File: src/rtl/pipe_stage_buf_pkg.sv
// Shared constants and state encoding for pipe_stage_buf and its slot register.
// PIPE_STAGE_SKID_EN selects the two-slot skid build in the files that import this package.
package pipe_stage_buf_pkg;

    localparam int          DefaultAddrW = 32;
    localparam int          DefaultDataW = 32;
    localparam logic [31:0] ZeroWord     = 32'h0000_0000;
    localparam logic        RstnEnable   = 1'b0;

    // The non-skid build reuses ST_ONE as its FULL state.
    typedef enum logic [1:0] {
        ST_EMPTY = 2'd0,
        ST_ONE   = 2'd1,
        ST_TWO   = 2'd2
    } state_e;

endpackage

File: src/rtl/pipe_stage_buf_slot.sv
// pipe_slot: one PC/instruction register with synchronous load and clear.
// Reset and clear both force the word to zero, so an empty slot always reads as a bubble.
module pipe_slot
    import pipe_stage_buf_pkg::*;
#(
    parameter int W = DefaultAddrW + DefaultDataW
) (
    input  logic         clk,
    input  logic         rst,
    input  logic         i_load,
    input  logic         i_clear,
    input  logic [W-1:0] i_data,
    output logic [W-1:0] o_data
);

    logic [W-1:0] r_data;

    always_ff @(posedge clk) begin
        if (rst == RstnEnable || i_clear) begin
            r_data <= '0;
        end else if (i_load) begin
            r_data <= i_data;
        end
    end

    assign o_data = r_data;

endmodule

File: src/rtl/pipe_stage_buf.sv
// pipe_stage_buf: valid/ready buffer carrying a PC/instruction pair between two pipeline stages.
// Define PIPE_STAGE_SKID_EN for the two-slot skid buffer; otherwise a single slot is built.
//
// Handshake: a word moves on a rising edge when valid and ready are both high on that
// side; valid never waits for ready, and the offered word must stay stable until taken.
module pipe_stage_buf
    import pipe_stage_buf_pkg::*;
#(
    parameter int ADDR_W = DefaultAddrW,
    parameter int DATA_W = DefaultDataW
) (
    input  logic              clk,
    input  logic              rst,
    input  logic              flush,
    input  logic              in_valid,
    output logic              in_ready,
    input  logic [ADDR_W-1:0] in_pc,
    input  logic [DATA_W-1:0] in_inst,
    output logic              out_valid,
    input  logic              out_ready,
    output logic [ADDR_W-1:0] out_pc,
    output logic [DATA_W-1:0] out_inst,
    output logic [1:0]        dbg_state
);

    localparam int W = ADDR_W + DATA_W;

    state_e       r_state;
    logic         r_out_valid;
    logic         w_accept;
    logic         w_pop;
    logic         w_main_load;
    logic         w_main_clear;
    logic [W-1:0] w_main_d;
    logic [W-1:0] w_main_q;

    assign w_accept  = in_valid & in_ready;
    assign w_pop     = r_out_valid & out_ready;
    assign out_valid = r_out_valid;
    assign dbg_state = r_state;

`ifdef PIPE_STAGE_SKID_EN

    logic         r_has_room;
    logic         w_skid_load;
    logic         w_skid_clear;
    logic [W-1:0] w_skid_q;

    // Registered room flag keeps out_ready out of the in_ready cone.
    assign in_ready = r_has_room & ~flush;

    always_ff @(posedge clk) begin
        if (rst == RstnEnable || flush) begin
            r_state     <= ST_EMPTY;
            r_out_valid <= 1'b0;
            r_has_room  <= 1'b1;
        end else begin
            case (r_state)
                ST_EMPTY: begin
                    if (w_accept) begin
                        r_state     <= ST_ONE;
                        r_out_valid <= 1'b1;
                    end
                end
                ST_ONE: begin
                    if (w_accept && !w_pop) begin
                        r_state    <= ST_TWO;
                        r_has_room <= 1'b0;
                    end else if (!w_accept && w_pop) begin
                        r_state     <= ST_EMPTY;
                        r_out_valid <= 1'b0;
                    end
                end
                ST_TWO: begin
                    if (w_pop) begin
                        r_state    <= ST_ONE;
                        r_has_room <= 1'b1;
                    end
                end
                default: begin
                    r_state     <= ST_EMPTY;
                    r_out_valid <= 1'b0;
                    r_has_room  <= 1'b1;
                end
            endcase
        end
    end

    assign w_main_load  = ((r_state == ST_EMPTY) && w_accept)
                        | ((r_state == ST_ONE) && w_accept && w_pop)
                        | ((r_state == ST_TWO) && w_pop);
    assign w_main_clear = flush | ((r_state == ST_ONE) && !w_accept && w_pop);
    assign w_main_d     = (r_state == ST_TWO) ? w_skid_q : {in_pc, in_inst};

    assign w_skid_load  = (r_state == ST_ONE) && w_accept && !w_pop;
    assign w_skid_clear = flush | ((r_state == ST_TWO) && w_pop);

    pipe_slot #(
        .W (W)
    ) u_skid_slot (
        .clk     (clk),
        .rst     (rst),
        .i_load  (w_skid_load),
        .i_clear (w_skid_clear),
        .i_data  ({in_pc, in_inst}),
        .o_data  (w_skid_q)
    );

`else

    // Single slot: a word may enter in the same cycle the consumer drains the old one.
    assign in_ready = (~r_out_valid | out_ready) & ~flush;

    always_ff @(posedge clk) begin
        if (rst == RstnEnable || flush) begin
            r_state     <= ST_EMPTY;
            r_out_valid <= 1'b0;
        end else begin
            case (r_state)
                ST_EMPTY: begin
                    if (w_accept) begin
                        r_state     <= ST_ONE;
                        r_out_valid <= 1'b1;
                    end
                end
                ST_ONE: begin
                    if (w_pop && !w_accept) begin
                        r_state     <= ST_EMPTY;
                        r_out_valid <= 1'b0;
                    end
                end
                default: begin
                    r_state     <= ST_EMPTY;
                    r_out_valid <= 1'b0;
                end
            endcase
        end
    end

    assign w_main_load  = w_accept;
    assign w_main_clear = flush | (w_pop && !w_accept);
    assign w_main_d     = {in_pc, in_inst};

`endif

    pipe_slot #(
        .W (W)
    ) u_main_slot (
        .clk     (clk),
        .rst     (rst),
        .i_load  (w_main_load),
        .i_clear (w_main_clear),
        .i_data  (w_main_d),
        .o_data  (w_main_q)
    );

    assign out_pc   = w_main_q[W-1:DATA_W];
    assign out_inst = w_main_q[DATA_W-1:0];

endmodule
File: config.mk
export PLATFORM = sky130hd
export DESIGN_NAME = pipe_stage_buf
export DESIGN_NICKNAME = d
export VERILOG_FILES = /design/src/rtl/pipe_stage_buf_pkg.sv /design/src/rtl/pipe_stage_buf_slot.sv /design/src/rtl/pipe_stage_buf.sv
export SDC_FILE = /design/constraint.sdc
export NUM_CORES = 1
export LEC_CHECK = 0
export BUFFER_PORTS_ARGS = -buffer_cell sky130_fd_sc_hd__buf_2
export CAP_MARGIN = 20
export CORE_MARGIN = 8
export CORE_UTILIZATION = 47
export CTS_CLUSTER_SIZE = 28
export DETAILED_ROUTE_END_ITERATION = 12
export PLACE_DENSITY_LB_ADDON = 0.15
export RECOVER_POWER = 25
export SYNTH_ARGS = -nofsm -noshare
export SYNTH_HDL_FRONTEND = slang
export SYNTH_HIERARCHICAL = 1
export SYNTH_SLANG_ARGS = --single-unit
File: constraint.sdc
create_clock -name clk -period 2.7 [get_ports clk]
set_input_delay 0.675 -clock clk [delete_from_list [all_inputs] [get_ports clk]]
set_output_delay 0.675 -clock clk [all_outputs]
set_load 0.1 [all_outputs]
==> out/results.ini <==
[detailed_routing]
drt_iter0_drc = 53
drt.antenna.violating_nets = 0
wl_um = 5860
routed_via_density = 4.48
vias = 1902
dr.pass1.iters = 4
drcViolationCount = 0
wl_per_cell_um = 13.8

[placed_design]
gp_congestion = 0.718
placedInstanceArea_um2 = 3060
portBuffers = 135
hpwlAfterDp_um = 4340

[synth]
synth-main-ff-cell = dfxtp_1
yosysTopAreaCellShare_pct = 54.3
ys_seq_elements = 65
ys_warn_count = 6
synth.largest_area_cell = dfxtp_1
syn_avg_cell_area_um2 = 11.0
seq_area_frac_synth_pct = 54.3
synthTopCellsByArea = dfxtp_1 54%, mux2i_1 27%, nor2_1 10%
synthDistinctLibCells = 16
mappedNetlistArea_um2 = 2400
synthesis.nets = 287
synth_cells = 218
synthArstFlopShare_pct = 0
synth_commonest_cells = 65 x dfxtp_1, 65 x nor2_1, 64 x mux2i_1, 6 x buf_2, 6 x buf_8
synth_edf_count = 0

[grt]
grt_pass1_wl_um = 8930
first_global_vias = 1919
track_usage_pct = 15.1
grt_max_degree = 65
overflow = 0
antenna_found_initial = 0

[sta]
final.min_clock_period_ns = 2.16
drv_slew = 0
fmax_mhz = 463
finalCritPeriodShare_pct = 80.0
worst_clock_skew_ns = 0.00448
fin_tns_setup_ns = 0
timing.slew.headroom_pct = 25.2
finalHoldViolCount = 0
rsz0062_at_grt = false
worst_pin_slew_ns = 1.12
setup_viol = 0

[critical_path]
cp.arrival_ns = 2.35
critPathLaunchType = input port
critPathMaxFanout = 64
required_ns = 2.89
cp_cell_sequence = buf_2 -> nor2b_1 -> nor3b_4 -> clkbuf_4 -> mux2i_1 -> nor2_1
cp-end-kind = flop
critPathKind = in -> reg
slowest_stage = clkbuf_4
cpPeakStageDelay_ns = 0.91

[floorplan]
row_count = 26
die_w_um = 87.4
die_area_um2 = 7640
core_um2 = 5010
ioPinCount = 137
dieHeight_um = 87.4
start_util_pct = 47.8

[final_layout]
fin_area_um2 = 3250
layout-drive-gt1-share_pct = 43.9
num_antenna_cells = 0
final_nets = 419
fillers = 450
syn_to_final_growth_pct = 35.7

[power_and_ir_drop]
power.leakage_nw = 1.60
peakVddDrop_uv = 541
powerDensity_nw_per_um2 = 666
total_power_mw = 2.16

[cts]
cts_tree = done
clock-sinks = 65
numCtsBuffers = 9
ctsHoldBuffers = 0
cts_resized = 0
h-tree-depth = 3
cts_root_buf = clkbuf_8
post_cts_buffers = 0
path_clk_slew_ns = 0.06
worstSkewPairLatency_ns = 0.32
max-clock-path-buffers = 2

[run_status]
outcome = finished clean

[min_path]
hold_path_class = reg -> reg

[job]
cap_violations = 0

## critical path, delay by kind of cell
kind / cells / cell delay, ns
simple gates: 3 / 0.32
buf+inv: 2 / 1.00
mux: 1 / 0.32
## per-stage QoR
stage          cells  hold slack (ns)  setup WS (ns)  utilization (%)
2_1_floorplan    218            0.808          0.312                -
6_report         425            0.486          0.541             64.9
3_3_place_gp     409            0.466          0.700             61.1
5_1_grt          425            0.519          0.421             64.9
4_1_cts          425            0.493          0.699             65.3
3_5_place_dp     409            0.476          0.700             61.1
## routing by layer
metal	vias up	wire length [µm]	GRT usage [%]
li1	982	-	-
met1	829	2400	15.7
met2	81	2660	24.2
met3	10	705	7.74
met4	0	91	7.50
met5	-	0	0
## cell families after synthesis
family,share of synthesized area [%]
flip-flops,54.3
AND/OR/NAND/NOR,11.7
buffers and inverters,6.47
AO/OA/AOI/OAI,0.626
multiplexers,26.7
other,0.157
## flip-flops by register name (all words and copies together), names as in the netlist
name and flops:
u_main_slot/o_data 64, out_valid 1
## final cells by class
class | instances | area, µm² | area share (%)
Sequential cell | 65 | 1300 | 40.0
Tap cell | 70 | 87.6 | 2.69
Inverter | 1 | 3.75 | 0.115
Timing Repair Buffer | 137 | 703 | 21.6
Clock inverter | 1 | 5.00 | 0.154
Clock buffer | 15 | 206 | 6.35
Multi-Input combinational cell | 136 | 943 | 29.0
## where the power goes
group | internal (mW) | switching, mW | total, mW
clock network | 0.483 | 0.331 | 0.814
logic | 0.102 | 0.258 | 0.360
registers | 0.981 | 0.00977 | 0.990
total | 1.57 | 0.599 | 2.16
## final timing paths
check | to | startpoint | slack, ns | depth (start not counted)
worst min register to register | u_main_slot/o_data[59] | u_main_slot/o_data[59] | 0.49 | 2
worst max-delay path | u_main_slot/o_data[19] | out_ready | 0.54 | 6
worst max register to register | u_main_slot/o_data[19] | out_valid | 0.56 | 5
worst min-delay path | u_main_slot/o_data[59] | u_main_slot/o_data[59] | 0.49 | 2
## layout by cell type (no fill, tap or decap)
| master | netlist | final |
|---|---|---|
| mux2i_1 | 64 | 64 |
| nand2_1 | 1 | 1 |
| nor2b_1 | 0 | 1 |
| dfxtp_1 | 65 | 65 |
| clkbuf_8 | 0 | 15 |
| nor2_1 | 65 | 64 |
| nand2b_2 | 0 | 1 |
| buf_12 | 0 | 1 |
| conb_1 | 1 | 1 |
| buf_2 | 6 | 135 |
| nor2_2 | 0 | 1 |
| o21ai_0 | 1 | 1 |
| clkbuf_4 | 0 | 1 |
| nor3b_4 | 0 | 1 |
| inv_1 | 1 | 1 |
| o211a_1 | 1 | 1 |
| clkinv_2 | 0 | 1 |
Note: power is estimated with default switching activity, not from simulation.
